$ cat config.mk
export PLATFORM = sky130hd
export DESIGN_NAME = ps2_kbd_ascii
export DESIGN_NICKNAME = d
export VERILOG_FILES = /design/src/rtl/ps2_kbd_pkg.sv /design/src/rtl/ps2_kbd_ascii_frame_rx.sv /design/src/rtl/ps2_kbd_ascii.sv
export SDC_FILE = /design/constraint.sdc
export NUM_CORES = 1
export LEC_CHECK = 0
export BUFFER_PORTS_ARGS = -buffer_cell sky130_fd_sc_hd__buf_4
export CAP_MARGIN = 20
export CORE_UTILIZATION = 30
export CTS_CLUSTER_DIAMETER = 30
export DETAILED_ROUTE_END_ITERATION = 8
export GPL_ROUTABILITY_DRIVEN = 1
export GPL_TIMING_DRIVEN = 1
export PLACE_DENSITY = 0.49
export SYNTH_ARGS = -nofsm -noshare
export SYNTH_HDL_FRONTEND = slang
export SYNTH_HIERARCHICAL = 1
export SYNTH_SLANG_ARGS = --single-unit
$ cat constraint.sdc
create_clock -name clk -period 4.4 [get_ports clk]
set_clock_uncertainty 0.05 [all_clocks]
set_input_delay 0.22 -clock clk [delete_from_list [all_inputs] [get_ports clk]]
set_output_delay 0.22 -clock clk [all_outputs]
set_load 0.005 [all_outputs]
$ cat src/rtl/ps2_kbd_pkg.sv
// ps2_kbd_pkg
//   Shared definitions for the PS/2 keyboard front end.
//   - Scan-code set 2 control bytes (break prefix, extended prefix, shift/caps).
//   - Encodings of the 2-bit status presented to the game logic.
//   - ps2_scan_to_ascii(): maps a set-2 make code to ASCII. It returns 8'h00
//     for any code without a printable mapping.
//   Optional feature macro used by importers: PS2_SHIFT_CAPS_EN.
package ps2_kbd_pkg;

    localparam logic [7:0] PS2_BRK    = 8'hF0;
    localparam logic [7:0] PS2_EXT    = 8'hE0;
    localparam logic [7:0] PS2_LSHIFT = 8'h12;
    localparam logic [7:0] PS2_RSHIFT = 8'h59;
    localparam logic [7:0] PS2_CAPS   = 8'h58;

    typedef enum logic [1:0] {
        KBD_IDLE = 2'b00,
        KBD_PEND = 2'b01,
        KBD_ERR  = 2'b10
    } kbd_state_e;

    // upper : letters become upper case
    // shift : digit keys produce their shifted symbol
    function automatic logic [7:0] ps2_scan_to_ascii(input logic [7:0] code,
                                                     input logic       upper,
                                                     input logic       shift);
        logic [7:0] result;
        result = 8'h00;
        case (code)
            8'h1C: result = 8'h61;  // a
            8'h32: result = 8'h62;  // b
            8'h21: result = 8'h63;  // c
            8'h23: result = 8'h64;  // d
            8'h24: result = 8'h65;  // e
            8'h2B: result = 8'h66;  // f
            8'h34: result = 8'h67;  // g
            8'h33: result = 8'h68;  // h
            8'h43: result = 8'h69;  // i
            8'h3B: result = 8'h6A;  // j
            8'h42: result = 8'h6B;  // k
            8'h4B: result = 8'h6C;  // l
            8'h3A: result = 8'h6D;  // m
            8'h31: result = 8'h6E;  // n
            8'h44: result = 8'h6F;  // o
            8'h4D: result = 8'h70;  // p
            8'h15: result = 8'h71;  // q
            8'h2D: result = 8'h72;  // r
            8'h1B: result = 8'h73;  // s
            8'h2C: result = 8'h74;  // t
            8'h3C: result = 8'h75;  // u
            8'h2A: result = 8'h76;  // v
            8'h1D: result = 8'h77;  // w
            8'h22: result = 8'h78;  // x
            8'h35: result = 8'h79;  // y
            8'h1A: result = 8'h7A;  // z
            8'h45: result = shift ? 8'h29 : 8'h30;  // 0 )
            8'h16: result = shift ? 8'h21 : 8'h31;  // 1 !
            8'h1E: result = shift ? 8'h40 : 8'h32;  // 2 @
            8'h26: result = shift ? 8'h23 : 8'h33;  // 3 #
            8'h25: result = shift ? 8'h24 : 8'h34;  // 4 $
            8'h2E: result = shift ? 8'h25 : 8'h35;  // 5 %
            8'h36: result = shift ? 8'h5E : 8'h36;  // 6 ^
            8'h3D: result = shift ? 8'h26 : 8'h37;  // 7 &
            8'h3E: result = shift ? 8'h2A : 8'h38;  // 8 *
            8'h46: result = shift ? 8'h28 : 8'h39;  // 9 (
            8'h29: result = 8'h20;  // space
            8'h5A: result = 8'h0D;  // enter
            8'h66: result = 8'h08;  // backspace
            default: result = 8'h00;
        endcase
        if (upper && (result >= 8'h61) && (result <= 8'h7A)) begin
            result = result - 8'h20;
        end
        return result;
    endfunction

endpackage

$ cat src/rtl/ps2_kbd_ascii_frame_rx.sv
// ps2_frame_rx
//   Receives 11-bit PS/2 device-to-host frames (start, 8 data LSB-first,
//   odd parity, stop) and strobes out each byte.
//   Ports:
//     clk_i, reset_i   system clock, synchronous active-high reset
//     ps2_clk_i        raw PS/2 clock (asynchronous)
//     ps2_data_i       raw PS/2 data (asynchronous)
//     byte_o           last received byte, meaningful while valid_o is high
//     valid_o          one-cycle strobe, one clk after the stop-bit edge, good frame
//     err_o            one-cycle strobe for a frame with bad parity or stop bit
//     bit_cnt_o        debug view of the frame bit counter (0 = hunting for start)
//   A watchdog abandons a partial frame after TIMEOUT_CYCLES clk cycles
//   without a falling edge; that is not reported as an error.
import ps2_kbd_pkg::*;

module ps2_frame_rx #(
    parameter int TIMEOUT_CYCLES = 50000
) (
    input  logic       clk_i,
    input  logic       reset_i,
    input  logic       ps2_clk_i,
    input  logic       ps2_data_i,
    output logic [7:0] byte_o,
    output logic       valid_o,
    output logic       err_o,
    output logic [3:0] bit_cnt_o
);

    localparam int             WDW     = (TIMEOUT_CYCLES > 2) ? $clog2(TIMEOUT_CYCLES) : 1;
    localparam logic [WDW-1:0] WD_LAST = WDW'(TIMEOUT_CYCLES - 1);

    logic [2:0]     clk_sync_q;
    logic [2:0]     data_sync_q;
    logic           clk_prev_q;
    logic [3:0]     bit_cnt_q;
    logic [8:0]     shift_q;     // 8 data bits + parity, shifted in from the top
    logic [7:0]     byte_q;
    logic           valid_q;
    logic           err_q;
    logic [WDW-1:0] idle_q;

    logic ps2_clk_s;
    logic ps2_data_s;
    logic fall;

    assign ps2_clk_s  = clk_sync_q[2];
    assign ps2_data_s = data_sync_q[2];
    assign fall       = clk_prev_q & ~ps2_clk_s;

    always_ff @(posedge clk_i) begin
        if (reset_i) begin
            // Synchronisers reset to the idle-high line level so that leaving
            // reset does not fabricate a falling edge.
            clk_sync_q  <= 3'b111;
            data_sync_q <= 3'b111;
            clk_prev_q  <= 1'b1;
            bit_cnt_q   <= 4'd0;
            shift_q     <= 9'd0;
            byte_q      <= 8'd0;
            valid_q     <= 1'b0;
            err_q       <= 1'b0;
            idle_q      <= '0;
        end else begin
            clk_sync_q  <= {clk_sync_q[1:0], ps2_clk_i};
            data_sync_q <= {data_sync_q[1:0], ps2_data_i};
            clk_prev_q  <= ps2_clk_s;
            valid_q     <= 1'b0;
            err_q       <= 1'b0;

            if (fall) begin
                idle_q <= '0;
                if (bit_cnt_q == 4'd0) begin
                    // A high start bit is line noise: keep hunting.
                    if (!ps2_data_s) begin
                        bit_cnt_q <= 4'd1;
                    end
                end else if (bit_cnt_q == 4'd10) begin
                    // Stop bit. Data + parity must have odd weight.
                    bit_cnt_q <= 4'd0;
                    byte_q    <= shift_q[7:0];
                    if ((^shift_q) && ps2_data_s) begin
                        valid_q <= 1'b1;
                    end else begin
                        err_q <= 1'b1;
                    end
                end else begin
                    shift_q   <= {ps2_data_s, shift_q[8:1]};
                    bit_cnt_q <= bit_cnt_q + 4'd1;
                end
            end else if (bit_cnt_q != 4'd0) begin
                if (idle_q == WD_LAST) begin
                    bit_cnt_q <= 4'd0;
                    idle_q    <= '0;
                end else begin
                    idle_q <= idle_q + 1'b1;
                end
            end else begin
                idle_q <= '0;
            end
        end
    end

    assign byte_o    = byte_q;
    assign valid_o   = valid_q;
    assign err_o     = err_q;
    assign bit_cnt_o = bit_cnt_q;

endmodule

$ cat src/rtl/ps2_kbd_ascii.sv
// ps2_kbd_ascii
//   PS/2 keyboard front end: frame receiver, set-2 make/break decoder and an
//   ASCII event FIFO whose head is presented to the game logic.
//   Ports:
//     clk, reset   system clock, synchronous active-high reset
//     ps2_clk      raw PS/2 clock
//     ps2_data     raw PS/2 data
//     kbd_rd       pop the FIFO head (ignored when empty)
//     kbd_ascii    ASCII of the FIFO head, 8'h00 when empty
//     state        00 idle, 01 event pending, 10 frame error latched
//     key_held     last-made key not yet released
//     overflow     sticky: an event was dropped on a full FIFO
//   Optional feature macro: PS2_SHIFT_CAPS_EN (shift/caps-lock aware mapping).
//
//   Handshake: kbd_ascii is valid whenever state == 01; kbd_rd high on a clk
//   edge while state == 01 consumes that head, and the next entry (or 8'h00)
//   appears after the same edge. kbd_rd while empty has no effect.
import ps2_kbd_pkg::*;

module ps2_kbd_ascii #(
    parameter int FIFO_DEPTH     = 8,
    parameter int TIMEOUT_CYCLES = 50000
) (
    input  logic       clk,
    input  logic       reset,
    input  logic       ps2_clk,
    input  logic       ps2_data,
    input  logic       kbd_rd,
    output logic [7:0] kbd_ascii,
    output logic [1:0] state,
    output logic       key_held,
    output logic       overflow
);

    localparam int AW = (FIFO_DEPTH > 1) ? $clog2(FIFO_DEPTH) : 1;
    localparam int CW = AW + 1;

    // Frame receiver
    logic [7:0] rx_byte;
    logic       rx_valid;
    logic       rx_err;
    logic [3:0] rx_bit_cnt;

    ps2_frame_rx #(
        .TIMEOUT_CYCLES(TIMEOUT_CYCLES)
    ) u_frame_rx (
        .clk_i     (clk),
        .reset_i   (reset),
        .ps2_clk_i (ps2_clk),
        .ps2_data_i(ps2_data),
        .byte_o    (rx_byte),
        .valid_o   (rx_valid),
        .err_o     (rx_err),
        .bit_cnt_o (rx_bit_cnt)
    );

    // Decoder flags and FIFO state
    logic          brk_q;
    logic          ext_q;
    logic [7:0]    held_code_q;
    logic          key_held_q;
    logic          err_q;
    logic          overflow_q;
    logic [AW-1:0] wr_ptr_q;
    logic [AW-1:0] rd_ptr_q;
    logic [CW-1:0] count_q;
    logic [7:0]    mem_q [FIFO_DEPTH];

`ifdef PS2_SHIFT_CAPS_EN
    logic shift_l_q;
    logic shift_r_q;
    logic caps_q;
`endif

    logic       is_ext;
    logic       is_brk;
    logic       is_make;
    logic       is_release;
    logic       upper;
    logic       shifted;
    logic [7:0] map_ascii;
    logic       push_req;
    logic       empty;
    logic       full;
    logic       push;
    logic       pop;
    kbd_state_e state_cur;

    always_comb begin
        is_ext     = (rx_byte == PS2_EXT);
        is_brk     = (rx_byte == PS2_BRK);
        is_make    = rx_valid & ~is_ext & ~is_brk & ~brk_q;
        is_release = rx_valid & ~is_ext & ~is_brk & brk_q;
`ifdef PS2_SHIFT_CAPS_EN
        shifted = shift_l_q | shift_r_q;
        upper   = shifted ^ caps_q;
`else
        shifted = 1'b0;
        upper   = 1'b0;
`endif
        // Extended codes (arrows, keypad enter, ...) have no ASCII meaning here.
        map_ascii = ext_q ? 8'h00 : ps2_scan_to_ascii(rx_byte, upper, shifted);
        push_req  = is_make & (map_ascii != 8'h00);
    end

    always_comb begin
        empty = (count_q == '0);
        full  = (count_q == CW'(FIFO_DEPTH));
        pop   = kbd_rd & ~empty;
        // A simultaneous pop frees a slot, so a full FIFO still accepts.
        push  = push_req & (~full | pop);
        if (!empty) begin
            state_cur = KBD_PEND;
        end else if (err_q) begin
            state_cur = KBD_ERR;
        end else begin
            state_cur = KBD_IDLE;
        end
    end

    always_ff @(posedge clk) begin
        if (reset) begin
            brk_q       <= 1'b0;
            ext_q       <= 1'b0;
            held_code_q <= 8'h00;
            key_held_q  <= 1'b0;
            err_q       <= 1'b0;
            overflow_q  <= 1'b0;
            wr_ptr_q    <= '0;
            rd_ptr_q    <= '0;
            count_q     <= '0;
`ifdef PS2_SHIFT_CAPS_EN
            shift_l_q   <= 1'b0;
            shift_r_q   <= 1'b0;
            caps_q      <= 1'b0;
`endif
        end else begin
            if (rx_err) begin
                err_q <= 1'b1;
            end
            if (rx_valid) begin
                err_q <= 1'b0;
                if (is_ext) begin
                    ext_q <= 1'b1;
                end else if (is_brk) begin
                    brk_q <= 1'b1;
                end else if (brk_q) begin
                    brk_q <= 1'b0;
                    ext_q <= 1'b0;
                    if (rx_byte == held_code_q) begin
                        key_held_q <= 1'b0;
                    end
                end else begin
                    // Make: the prefix only qualifies this one code.
                    ext_q <= 1'b0;
                    if (map_ascii != 8'h00) begin
                        held_code_q <= rx_byte;
                        key_held_q  <= 1'b1;
                    end
                end
            end

`ifdef PS2_SHIFT_CAPS_EN
            if (is_make && !ext_q) begin
                if (rx_byte == PS2_LSHIFT) shift_l_q <= 1'b1;
                if (rx_byte == PS2_RSHIFT) shift_r_q <= 1'b1;
                if (rx_byte == PS2_CAPS)   caps_q    <= ~caps_q;
            end
            if (is_release && !ext_q) begin
                if (rx_byte == PS2_LSHIFT) shift_l_q <= 1'b0;
                if (rx_byte == PS2_RSHIFT) shift_r_q <= 1'b0;
            end
`endif

            if (push_req && !push) begin
                overflow_q <= 1'b1;
            end
            if (push) begin
                wr_ptr_q <= wr_ptr_q + AW'(1);
            end
            if (pop) begin
                rd_ptr_q <= rd_ptr_q + AW'(1);
            end
            case ({push, pop})
                2'b10:   count_q <= count_q + CW'(1);
                2'b01:   count_q <= count_q - CW'(1);
                default: count_q <= count_q;
            endcase
        end
    end

    // Storage needs no reset: entries are only read once written.
    always_ff @(posedge clk) begin
        if (push) begin
            mem_q[wr_ptr_q] <= map_ascii;
        end
    end

    assign kbd_ascii = empty ? 8'h00 : mem_q[rd_ptr_q];
    assign state     = state_cur;
    assign key_held  = key_held_q;
    assign overflow  = overflow_q;

endmodule

Word level (Yosys, flattened, before mapping)
Memory sizes are Yosys's and may differ from the RTL's. A register that Yosys moved wholly into a read port is not among the register bits.
Index checks and enable logic that the tools add are counted.
{"block": "classes", "n_addsub": 6, "mul": 0, "div_mod_pow": 0, "n_lt_le_gt_ge": 0, "n_eq_ne": 11, "shifts": 0, "muxes": 26, "bitwise": 18, "reduce_logical": 22}
{"cell": "$mux W4", "count": 6}
{"cell": "$mux W8", "count": 3}
{"cell": "$add A16 B1 Y16 const B", "count": 1}
{"cell": "$eq A16 B16 Y1 const B", "count": 1}
{"cell": "$eq A8 B8 Y1 const B", "count": 2}
{"cell": "$mux W7", "count": 2}
{"cell": "$mux W1", "count": 10}
{"cell": "$not A1 Y1", "count": 10}
{"cell": "$reduce_and A5 Y1", "count": 2}
{"cell": "$reduce_and A3 Y1", "count": 3}
{"cell": "$reduce_xor A9 Y1", "count": 1}
{"cell": "$add A4 B1 Y4 const B", "count": 2}
{"cell": "$eq A4 B4 Y1 const B", "count": 2}
{"cell": "$eq A8 B8 Y1", "count": 1}
{"cell": "$logic_not A4 Y1", "count": 2}
{"cell": "$pmux W4 S2", "count": 1}
{"cell": "$reduce_bool A2 Y1", "count": 4}
{"cell": "$reduce_bool A8 Y1", "count": 1}
{"cell": "$reduce_or A4 Y1", "count": 2}
{"cell": "$and A1 B1 Y1", "count": 7}
{"cell": "$add A3 B1 Y3 const B", "count": 2}
{"cell": "$mux W3", "count": 2}
{"cell": "$mux W2", "count": 2}
{"cell": "$reduce_and A2 Y1", "count": 2}
{"cell": "other kinds (11)", "count": 12}
{"block": "word_totals", "reg_bits": 69, "latch_bits": 0, "mem_bits_rw": 64, "romBits": 896, "input_bits": 5, "output_inout_bits": 12, "elab_cells": 103, "memories": 2}
{"memory": "(name not given)", "depth": 128, "width": 7, "rd": 1, "rd_ports_with_merged_regs": 1, "wr": 0, "line_no": "ps2_kbd_pkg.sv:29", "text": "case (code)"}
{"memory": "mem_q", "depth": 8, "width": 8, "rd": 1, "rd_ports_with_merged_regs": 1, "wr": 1, "line_no": "ps2_kbd_ascii.sv:67", "text": "logic [7:0] mem_q [FIFO_DEPTH];"}

Logic depth before layout (Yosys ltp)
Gate-level depths: netlist of the first run.
{"block": "logic_depth", "word_depth": 9, "depth_mapped": 16}

Hierarchy
The synthesis of the first run kept the hierarchy.
{"mod": "ps2_kbd_ascii", "n_inst": 1, "cells_each": 375, "area_per_inst_um2": 4366.7, "seq_area_each_um2": 2202.1}
{"mod": "ps2_frame_rx", "n_inst": 1, "cells_each": 202, "area_per_inst_um2": 1931.9, "seq_area_each_um2": 920.9}

Worst setup path before layout of the first run
No wires, ideal clock.
{"block": "synth_timing", "kind": "flip-flop to flip-flop", "from": "reg u_frame_rx.byte_q[0], in the netlist u_frame_rx/byte_o[0]", "to": "mem mem_q[3][0] (enable)", "arrival_time_ns": 3.407, "required_ns": 3.960, "setup_slack_ns": 0.553, "path_stages_with_launch": 12, "synth_period_minus_slack_ns": 3.847, "path_cell_list": "dfxtp_1 inv_1 ha_1 a21oi_1 a2111oi_4 o211ai_1 o21ai_1 nor4_1 a311o_1 buf_6 buf_2 nor4_1"}
{"block": "synth_via", "elab_chain_len": 9, "word_cells_on_any_way": 11, "cone_classes": "eq/ne (2); mux (2); bitwise (7)"}
{"element": "start, declared", "line_no": "ps2_kbd_ascii_frame_rx.sv:37", "text": "logic [7:0] byte_q;"}
{"element": "start signal, assigned", "line_no": "ps2_kbd_ascii_frame_rx.sv:80", "text": "byte_q <= shift_q[7:0];"}
{"element": "$eq A8 B8 Y1", "line_no": "ps2_kbd_ascii.sv:90", "text": "is_ext = (rx_byte == PS2_EXT);"}
{"element": "$not A1 Y1 (no line)"}
{"element": "$and A1 B1 Y1"}
{"element": "$and A1 B1 Y1 (*)"}
{"element": "$and A1 B1 Y1 (*)", "line_no": "ps2_kbd_ascii.sv:92", "text": "is_make = rx_valid & ~is_ext & ~is_brk & ~brk_q;"}
{"element": "$and A1 B1 Y1 (*)", "line_no": "ps2_kbd_ascii.sv:103", "text": "push_req = is_make & (map_ascii != 8'h00);"}
{"element": "$and A1 B1 Y1 (*)", "line_no": "ps2_kbd_ascii.sv:111", "text": "push = push_req & (~full | pop);"}
{"element": "$mux W1 (*)", "line_no": "ps2_kbd_ascii.sv:194", "text": "if (push) begin"}
{"element": "$mux W1 (implied by the code) (*)", "line_no": "ps2_kbd_ascii.sv:195", "text": "mem_q[wr_ptr_q] <= map_ascii;"}
{"element": "end, declared", "line_no": "ps2_kbd_ascii.sv:67"}
Mark *: on every way between the ends. The rest lies on a longest branch, timed or not.

Final worst setup path of the first run
{"block": "layout_timing", "from": "reg u_frame_rx.byte_q[0], in the netlist u_frame_rx/byte_o[0]", "to": "reg count_q[3]"}
{"block": "layout_via", "elab_chain_len": 9, "word_cells_on_any_way": 13, "cone_classes": "eq/ne (4); mux (1); bitwise (7); reduce/logical (1)"}
{"element": "$eq A8 B8 Y1", "line_no": "ps2_kbd_ascii.sv:90"}
{"element": "$not A1 Y1 (no line)"}
{"element": "$and A1 B1 Y1"}
{"element": "$and A1 B1 Y1 (*)"}
{"element": "$and A1 B1 Y1 (*)", "line_no": "ps2_kbd_ascii.sv:92"}
{"element": "$and A1 B1 Y1 (*)", "line_no": "ps2_kbd_ascii.sv:103"}
{"element": "$and A1 B1 Y1 (*)", "line_no": "ps2_kbd_ascii.sv:111"}
{"element": "$eq A2 B1 Y1 or $eq A2 B2 Y1 (tied branches)", "line_no": "ps2_kbd_ascii.sv:184", "text": "case ({push, pop})"}
{"element": "$pmux W4 S2 or $reduce_bool A2 Y1 (tied branches)"}
{"element": "end signal, assigned", "line_no": "ps2_kbd_ascii.sv:185", "text": "2'b10: count_q <= count_q + CW'(1);"}
{"element": "end signal, assigned", "line_no": "ps2_kbd_ascii.sv:186", "text": "2'b01: count_q <= count_q - CW'(1);"}
{"element": "end signal, assigned", "line_no": "ps2_kbd_ascii.sv:187", "text": "default: count_q <= count_q;"}
{"element": "end, declared", "line_no": "ps2_kbd_ascii.sv:66", "text": "logic [CW-1:0] count_q;"}
Marks and branches as above.
A chain may end at the register's enable or synchronous reset.

==> summary.md, run 1 <==
| Metric | Value |
|---|---|
| Pre-Repair DR Iteration Count | `5` |
| Routability cong. | `0.8637` |
| Reg clk slew, reported paths | `0.06 ns` |
| Final hold viol count | `0` |
| Max-Cap Viols | `0` |
| Syn Area/Cell | `10.92 sq um` |
| Switching part of the total | `23.86%` |
| Tot Pwr | `2886 uW` |
| Relative slew slack | `30.63%` |
| Number of buffers and inverters on the critical path | `2` |
| Via/cell ratio | `4.902` |
| Leading cell types in the layout, fill and taps excluded | `89 x nor2_1, 72 x dfxtp_1, 56 x edfxtp_1` |
| Clock sink total | `128` |
| PwrDens | `389.3 nW/um^2` |
| Status | `completed` |
| Crit. End Element | `flop` |
| Setup CP Type | `reg -> reg` |
| CP max FO | `10` |
| 1st-iter DRT viols | `327` |
| Initial Util | `30.83%` |
| Syn_nets | `598` |
| Crit-path cells | `inv_1 > ha_1 > a21oi_1 > a2111oi_4 > o211ai_1 > o21ai_1 > nor4_1 > a311o_1 > and2_1 > buf_4 > ha_1 > a21oi_1 > nor2_1 > a22oi_2 > mux2_4` |
| Worst setup SP type | `flop` |
| EDFF count, synth | `56` |
| Vias in the first global route | `4,302` |
| Detail Route Antenna Nets | `0` |
| First-pass GRT wire length | `22,760 um` |
| Worst Tran Pin Value | `1.034 ns` |
| Fin area | `7412 sq um` |
| Max incr delay on CP | `0.51 ns` |
| Combinational group share of total power | `5.8%` |
| Crit-path slowest cell | `dfxtp_1` |
| Die area | `21,580 sq um` |
| Cell Area, Placed | `6745 sq um` |
| Async set-reset flop share out of synthesis | `0%` |
| Clk root buf | `clkbuf_16` |
| Yosys warns | `6` |
| WL per Instance | `15.61 um` |
| Worst-skew pair later-pin latency | `0.41 ns` |
| Synthesized area | `6299 sq um` |
| Final setup violation count | `0` |
| Crit path arrival time | `4.30 ns` |
| Vias | `4,348` |
| FMAX | `247.4 MHz` |
| Max-slew violation count | `0` |
| Cell internal pwr | `2197 uW` |
| NetSw | `688.4 uW` |
| Place WS | `0.3571 ns` |
| R2R setup slack | `0.36 ns` |
| DRT Wirelength | `13,850 um` |
| Dpl hpwl | `9376 um` |
| Die height | `146.9 um` |
| Clock network power share | `50.9%` |
| DR DRC count | `0` |
| Period minus WS final | `4.042 ns` |
| Cell row count | `52` |
| Synth Flop Type | `dfxtp_1` |
| Period utilization | `91.85%` |
| Synth cell types | `73` |
| Peak VDD IR | `0.2651 mV` |
| Initial antenna violation count | `1` |
| Total grt overflow | `0` |
| RSZ-0062 raised after global routing | `false` |
| Clk buf depth | `2` |
| Reg power frac | `43.3%` |
| Lkg Pwr | `0.002681 uW` |
| Critical Path RT | `4.66 ns` |
| Post-layout net count | `624` |
| Layout cells sized above 1 | `18.67%` |
| TritonCTS clock tree | `yes` |
| Synthesized instance count | `577` |
| Inserted Clock Buffers | `17` |
| Core Box Area | `20,430 sq um` |
| IO buf count | `15` |
| Layout area overhead | `17.68%` |
| Most common cell after layout, fill and taps aside | `nor2_1` |
| # H-tree levels | `4` |
| Ports | `17` |
| Worst setup slack after layout | `0.3585 ns` |
| Post-CTS sizing | `0` |
| Sequential fraction of the synthesis area | `49.58%` |
| Die Wd | `146.9 um` |
| Worst hold-check path type | `in -> reg` |
| Aggregate global-route resource usage | `13.65%` |
| Final setup TNS | `0 ns` |
| Largest net degree at the start of global routing | `58` |
| Register bit total from synthesis | `128` |
| Delay-heaviest family, CP | `compound AO/OA/AOI/OAI gates` |
## metal layers
metal / part of all wire (%) / vias up / GRT usage (%)
met1: 49 / 2088 / 18.37
met3: 3.5 / 21 / 3.727
met2: 45 / 97 / 20.71
met4: 1.8 / 0 / 5.464
met5: 0 / - / 0
li1: - / 2142 / -
## power groups by stage
| stage | Clock [uW] | Sequential, uW | Combinational [uW] |
|---|---|---|---|
| after floorplan | 0 | 1270 | 102 |
| after global placement | 0 | 1290 | 149 |
| after detailed placement | 0 | 1290 | 151 |
| after CTS | 1510 | 1260 | 153 |
| after global routing | 1560 | 1250 | 184 |
| final | 1470 | 1250 | 166 |
## flip-flops by register name, indices dropped and copies added (netlist names), named ones only
register                flops
brk_q                       1
count_q                     4
err_q                       1
ext_q                       1
held_code_q                 8
key_held                    1
mem_q                      56
overflow                    1
rd_ptr_q                    3
u_frame_rx/bit_cnt_o        4
u_frame_rx/byte_o           8
u_frame_rx/clk_prev_q       1
u_frame_rx/clk_sync_q       3
u_frame_rx/data_sync_q      3
u_frame_rx/err_o            1
u_frame_rx/idle_q          16
u_frame_rx/shift_q          9
u_frame_rx/valid_o          1
wr_ptr_q                    3
## worst paths after layout
kind,from,end,depth (start not counted)
worst max-delay path,u_frame_rx/byte_o[0],count_q[3],15
worst min-delay path,reset,u_frame_rx/byte_o[5],2
worst max register to register,u_frame_rx/byte_o[0],count_q[3],15
worst min register to register,u_frame_rx/clk_sync_q[1],u_frame_rx/clk_sync_q[2],1
## worst reg2reg max path: stages, from the launching register on
cell	delay (ns)
dfxtp_1	0.51
inv_1	0.16
ha_1	0.38
a21oi_1	0.15
a2111oi_4	0.49
o211ai_1	0.16
o21ai_1	0.23
nor4_1	0.09
a311o_1	0.31
and2_1	0.19
buf_4	0.15
ha_1	0.30
a21oi_1	0.22
nor2_1	0.08
a22oi_2	0.16
mux2_4	0.31
## metrics by stage
stage | cells | hold slack (ns) | utilization (%)
6_report | 887 | 0.2227 | 36.28
5_1_grt | 886 | 0.2349 | 36.27
4_1_cts | 885 | 0.2162 | 36.13
3_5_place_dp | 851 | 0.3458 | 33.02
3_3_place_gp | 851 | 0.3509 | 33.02
2_1_floorplan | 577 | 0.2738 | -
## area by class of cell
| cell class | instances | area, sq um |
|---|---|---|
| fillers | 2076 | 13020 |
| flip-flops and latches | 128 | 3123 |
| multi-input cells | 399 | 2939 |
| clock buffers | 17 | 425.4 |
| well taps | 270 | 337.8 |
| repair buffers | 41 | 332.8 |
| clock inverters | 15 | 191.4 |
| inverters | 16 | 60.06 |
| diodes | 1 | 2.502 |
## Yosys cell counts (7+ instances only)
master    instances  share of area, %
xnor2_1          17               2.4
nand2_1          26               1.5
nor4_1           10              0.99
nor3_1           10              0.79
nand3_1           7              0.56
clkbuf_1         13              0.77
mux4_2           14               5.0
dfxtp_1          72                23
edfxtp_1         56                27
inv_1            15              0.89
a21oi_1          25               2.0
ha_1             15               3.0
nor2_1           89               5.3
mux2i_1          35               5.6
nor2b_1          10              0.99
nand2b_1         15               1.5
o21ai_0          12              0.95
xor2_1           11               1.5
buf_2            11              0.87
or2_2             8              0.79
## logic make-up (layout without fill, tap and decap cells)
kind of cell	Yosys count	after routing	share of synthesized area, %
DFF	128	128	49.58
xor gates and xnor gates	30	30	4.609
adders and majority gates	16	16	3.298
buffers and inverters	50	89	3.854
muxes	53	53	11.34
AOI/OAI and AO/OA	88	88	10.23
and+or+nand+nor	211	211	17.02
other	1	2	0.05954
## repair_timing
action / 4_1_cts / 5_1_grt
hold buffers: 2 / 0
hold endpoints to repair: 2 / 0
setup endpoints to repair: 0 / 0
buffers inserted: 0 / 0
No activity file was read; power rests on OpenSTA's default activity.
==> run 2, diff against run 1 <==
- CORE_MARGIN: default -> 10
==> run 2 against run 1 <==
  * Sequential share of layout area grew 0.078 points
  * Sequential power is essentially flat
  * Clock-buffer cell count unchanged
  * Critical path type unchanged
  * Highest routed layer unchanged
  * Design area fell by 0.19%
  * Worst setup slack improved by 0.086 ns
  * Routed wire length increased by 2.2%
  * Register-to-register slack better by 0.09 ns
  * Flip-flop and latch count unchanged
  * Fmax rose by 2.2%
  * Via count down 0.18%
==> summary.md, run 2 (synthesis results as in run 1) <==
| Metric | Value |
|---|---|
| Status | `completed` |
| Largest net degree at the start of global routing | `58` |
| Max-slew violation count | `0` |
| Clk root buf | `clkbuf_16` |
| First-pass GRT wire length | `23,600 um` |
| Placed insts | `852` |
| Initial Util | `30.83%` |
| Worst hold-check path type | `in -> reg` |
| Inserted Clock Buffers | `17` |
| Worst setup SP type | `flop` |
| Tot Pwr | `2790 uW` |
| Worst Reg-to-Reg Cells | `13` |
| Relative slew slack | `48.69%` |
| Cell row count | `52` |
| Hold path endpoint | `u_frame_rx/byte_o[6]` |
| Combinational group share of total power | `6.1%` |
| Die height | `164.9 um` |
| Vias in the first global route | `4,393` |
| Post-CTS sizing | `0` |
| Die area | `27,190 sq um` |
| TritonCTS clock tree | `yes` |
| Hold depth | `2` |
| DRT Wirelength | `14,160 um` |
| Layout area overhead | `17.46%` |
| PwrDens | `377.1 nW/um^2` |
| Crit-path cells | `inv_2 > or4b_1 > o2111ai_1 > nor2_1 > nor4_1 > a311o_1 > and2_1 > ha_1 > a21o_1 > a21oi_1 > nor2_1 > a22oi_2 > mux2_4` |
| Pre-Repair DR Iteration Count | `4` |
| Ports | `17` |
| Via/cell ratio | `4.893` |
| Most common cell after layout, fill and taps aside | `nor2_1` |
| Vias | `4,340` |
| Max-Cap Viols | `0` |
| Post-layout net count | `625` |
| Aggregate global-route resource usage | `10.97%` |
| Final hold viol count | `0` |
| Reg2reg start | `u_frame_rx/byte_o[3]` |
| Dpl hpwl | `9789 um` |
| Final setup violation count | `0` |
| 1st-iter DRT viols | `198` |
| Post-CTS setup buffer count | `0` |
| RSZ-0062 raised after global routing | `false` |
| Worst Tran Pin Value | `0.7686 ns` |
| Period minus WS final | `3.955 ns` |
| Peak VDD IR | `0.2462 mV` |
| Final setup TNS | `0 ns` |
| Detail Route Antenna Nets | `0` |
| Clk buf depth | `2` |
| Clock sink total | `128` |
| Finished Layout Cells | `887` |
| # H-tree levels | `4` |
| Leading cell types in the layout, fill and taps excluded | `89 x nor2_1, 72 x dfxtp_1, 56 x edfxtp_1` |
| Reg clk slew, reported paths | `0.07 ns` |
| NetSw | `700.2 uW` |
| Total grt overflow | `0` |
| DR DRC count | `0` |
| Crit path arrival time | `4.21 ns` |
| Lkg Pwr | `0.002676 uW` |
| Reg power frac | `44.7%` |
| Clock network power share | `49.2%` |
| Setup CP Type | `reg -> reg` |
| Layout cells sized above 1 | `18.80%` |
| Largest register FFs | `56` |
| Met2 Use GR | `17.30%` |
| Routability cong. | `0.8424` |
| IO buf count | `15` |
| Hold path start | `reset` |
| Core Box Area | `20,430 sq um` |
| Worst-skew pair later-pin latency | `0.42 ns` |
| Max incr delay on CP | `0.76 ns` |
| Final Util | `36.21%` |
| Switching part of the total | `25.10%` |
| CP max FO | `15` |
| Layer with the highest usage | `met2` |
| Critical Path RT | `4.66 ns` |
| Initial antenna violation count | `0` |
| Die Wd | `164.9 um` |
| Period utilization | `89.89%` |
| Ant. Diodes | `0` |
| WL per Instance | `15.96 um` |
| Largest regs | `mem_q x56, u_frame_rx/idle_q x16, u_frame_rx/shift_q x9` |
| Met3 Track Usage GR | `2.465%` |
| CP most frequent cell | `nor2_1` |
| Top reg by flops | `mem_q` |
| R2r endpoint | `count_q[3]` |
| Cell internal pwr | `2089 uW` |
| Crit-path slowest cell | `dfxtp_1` |
| R2R setup slack | `0.44 ns` |
| FMAX | `252.8 MHz` |
| Met1 Resource Use GR | `14.47%` |
| Crit. End Element | `flop` |
## run 2: cell types whose count changed in the layout (fill, tap and decap cells not counted), sizes merged
| cell | previous run | this run |
|---|---|---|
| buf | 39 | 40 |
| bufinv | 2 | 0 |
| clkinv | 1 | 9 |
| clkinvlp | 2 | 1 |
| diode | 1 | 0 |
| inv | 26 | 21 |
## run 2: worst max-delay path by stage
stage / from / end / slack (ns) / depth (start not counted)
4_1_cts: u_frame_rx/byte_o[1] / count_q[3] / 0.51 / 15
6_report: u_frame_rx/byte_o[3] / count_q[3] / 0.44 / 13
2_1_floorplan: u_frame_rx/byte_o[0] / mem_q[3][0] / 0.55 / 11
3_3_place_gp: u_frame_rx/byte_o[2] / mem_q[5][1] / 0.50 / 11
5_1_grt: u_frame_rx/byte_o[2] / mem_q[7][4] / 0.25 / 10
3_5_place_dp: u_frame_rx/byte_o[3] / count_q[3] / 0.52 / 13
## run 2: metrics by stage
stage	hold slack [ns]	cell area [sq um]	setup WS, ns
after floorplan	0.2738	6299	0.5530
after global placement	0.3521	6753	0.5034
after detailed placement	0.3438	6753	0.5154
after CTS	0.2117	7371	0.5089
after global routing	0.2520	7398	0.2543
final	0.2227	7398	0.4450
## run 2: final cells by class
type	instances	area, sq um
clock inverter	15	172.7
timing repair buffer	42	340.3
multi-input combinational	399	2939
tap	270	337.8
fill	2041	13030
clock buffer	17	425.4
sequential	128	3123
inverter	16	60.06
## run 2: critical path: cells and delay by family (launching register included)
kind / cells / cell delay [ns]
flip-flops: 1 / 0.76
buffers and inverters: 1 / 0.25
multiplexers: 1 / 0.31
AO/OA/AOI/OAI: 5 / 0.94
adder cells (fa/ha/maj): 1 / 0.23
AND/OR/NAND/NOR: 5 / 1.28
## run 2: power by group through the flow
stage / clock network [uW] / registers, uW / logic, uW
final: 1370 / 1250 / 169
after global routing: 1470 / 1250 / 191
after CTS: 1420 / 1260 / 154
after detailed placement: 0 / 1290 / 152
after global placement: 0 / 1290 / 150
after floorplan: 0 / 1270 / 102
## run 2: timing repair
action | 4_1_cts | 5_1_grt
endpoints found under the hold margin | 2 | 0
endpoints found under the setup margin | 0 | 0
hold buffers | 2 | 0
## run 2: per-layer routing
metal  wire length [um]  vias to the layer above
met5                  0                        -
met4                181                        0
met3                567                       12
met2               6699                       58
met1               6706                     2119
li1                   -                     2151
==> run 3, diff against run 2 <==
- MAX_ROUTING_LAYER: default -> met4
==> run 3 against run 2 <==
  * Global-route usage increased by 0.30 points
  * Register-to-register slack is essentially flat
  * Power down 0.91%
  * Critical path type unchanged
  * Critical endpoint unchanged
  * Largest power group unchanged
==> summary.md, run 3 (synthesis results as in run 1) <==
| Metric | Value |
|---|---|
| Status | `completed` |
| Clk root buf | `clkbuf_16` |
| Initial Util | `30.83%` |
| WL per Instance | `15.83 um` |
| Max-slew violation count | `0` |
| Crit-path cells | `inv_1 > ha_1 > nand2b_1 > a2111oi_0 > nand3_1 > o21ai_1 > nor4_1 > a311o_1 > and2_1 > buf_4 > ha_1 > a21oi_1 > nor2_1 > a22oi_2 > mux2_4` |
| Final setup violation count | `0` |
| Layout cells sized above 1 | `18.80%` |
| Leading cell types in the layout, fill and taps excluded | `89 x nor2_1, 72 x dfxtp_1, 56 x edfxtp_1` |
| # H-tree levels | `4` |
| NetSw | `684.4 uW` |
| Largest register FFs | `56` |
| CP most frequent cell | `ha_1` |
| Worst hold-check path type | `in -> reg` |
| Worst setup SP type | `flop` |
| Crit-path slowest cell | `a2111oi_0` |
| Max-Cap Viols | `0` |
| Via/cell ratio | `4.931` |
| Crit path arrival time | `4.23 ns` |
| PwrDens | `375.3 nW/um^2` |
| Hold path start | `reset` |
| Vias | `4,374` |
| Die area | `27,190 sq um` |
| Vias in the first global route | `4,358` |
| Top reg by flops | `mem_q` |
| Reg clk slew, reported paths | `0.06 ns` |
| Aggregate global-route resource usage | `11.27%` |
| Cell internal pwr | `2080 uW` |
| Worst Reg-to-Reg Cells | `15` |
| Period utilization | `90.08%` |
| Reg2reg start | `u_frame_rx/byte_o[1]` |
| Period minus WS final | `3.963 ns` |
| TritonCTS clock tree | `yes` |
| Cell row count | `52` |
| Core Box Area | `20,430 sq um` |
| Lkg Pwr | `0.002668 uW` |
| Post-layout net count | `625` |
| Relative slew slack | `25.64%` |
| Worst Tran Pin Value | `1.109 ns` |
| CP max FO | `7` |
| Post-CTS setup buffer count | `0` |
| Ant. Diodes | `0` |
| DR DRC count | `0` |
| Reg power frac | `45.5%` |
| Initial antenna violation count | `0` |
| IO buf count | `15` |
| Routability cong. | `0.8726` |
| Clock sink total | `128` |
| Final setup TNS | `0 ns` |
| Combinational group share of total power | `5.3%` |
| Critical Path RT | `4.66 ns` |
| Ports | `17` |
| Final hold viol count | `0` |
| Place WS | `0.4690 ns` |
| First-pass GRT wire length | `23,410 um` |
| Largest net degree at the start of global routing | `58` |
| Switching part of the total | `24.76%` |
| Setup CP Type | `reg -> reg` |
| Die Wd | `164.9 um` |
| Most common cell after layout, fill and taps aside | `nor2_1` |
| Layout area overhead | `16.94%` |
| Worst-skew pair later-pin latency | `0.42 ns` |
| Worst setup slack after layout | `0.4366 ns` |
| RSZ-0062 raised after global routing | `false` |
| FMAX | `252.3 MHz` |
| Peak VDD IR | `0.2651 mV` |
| Post-CTS sizing | `0` |
| Inserted Clock Buffers | `17` |
| Total grt overflow | `0` |
| Die height | `164.9 um` |
| Crit. End Element | `flop` |
| Pre-Repair DR Iteration Count | `7` |
| Hold depth | `2` |
| 1st-iter DRT viols | `188` |
| Clk buf depth | `2` |
| Dpl hpwl | `9849 um` |
| Max incr delay on CP | `0.61 ns` |
| DRT Wirelength | `14,040 um` |
| Largest regs | `mem_q x56, u_frame_rx/idle_q x16, u_frame_rx/shift_q x9` |
| Clock network power share | `49.2%` |
| Detail Route Antenna Nets | `0` |
| Start point of the critical path | `u_frame_rx/byte_o[1]` |
## run 3: final timing paths
check	endpoint	slack, ns
hold / removal	held_code_q[5]	0.22
setup reg to reg	count_q[3]	0.44
hold reg to reg	u_frame_rx/data_sync_q[2]	0.37
setup / recovery	count_q[3]	0.44
## run 3: routing by layer
metal,global-route usage [%],routed length (um),vias to the layer above
li1,-,-,2137
met1,14.78,6751,2118
met2,16.71,6591,97
met3,2.763,545,22
met4,3.744,149,0
met5,-,0,-
## run 3: layout make-up
class                      count  area, sq um
clock buffer                  17        425.4
clock inverter                15        160.2
multi-input combinational    399         2939
tap                          270        337.8
inverter                      16        60.06
fill                        2068        13060
sequential                   128         3123
timing repair buffer          42        320.3
## run 3: per-stage QoR
step                cells  hold slack, ns  util [%]  power, uW  cell area, sq um
CTS                   887          0.2043     36.05       2818              7366
global placement      853          0.3515     33.09       1435              6760
finish                887          0.2191     36.05       2764              7366
detailed placement    853          0.3489     33.09       1436              6760
global route          887          0.2438     36.05       2873              7366
floorplan             577          0.2738         -       1371              6299
## run 3: timing repair
action | in CTS | in global routing
endpoints found under the setup margin | 0 | 0
hold endpoints to repair | 2 | 0
hold buffers | 2 | 0
## run 3: power by group through the flow
stage / clock network, uW / logic, uW / registers (uW)
after detailed placement: 0 / 151 / 1290
after global routing: 1450 / 165 / 1260
final: 1360 / 147 / 1260
after CTS: 1410 / 153 / 1260
after floorplan: 0 / 102 / 1270
after global placement: 0 / 150 / 1280
## run 3: critical path: cells and delay by family, from the launching register on
kind	cells	cell delay (ns)
compound gates	5	1.42
fa+ha+maj	2	0.71
simple gates	5	0.64
flops	1	0.40
buf+inv	2	0.33
mux	1	0.31
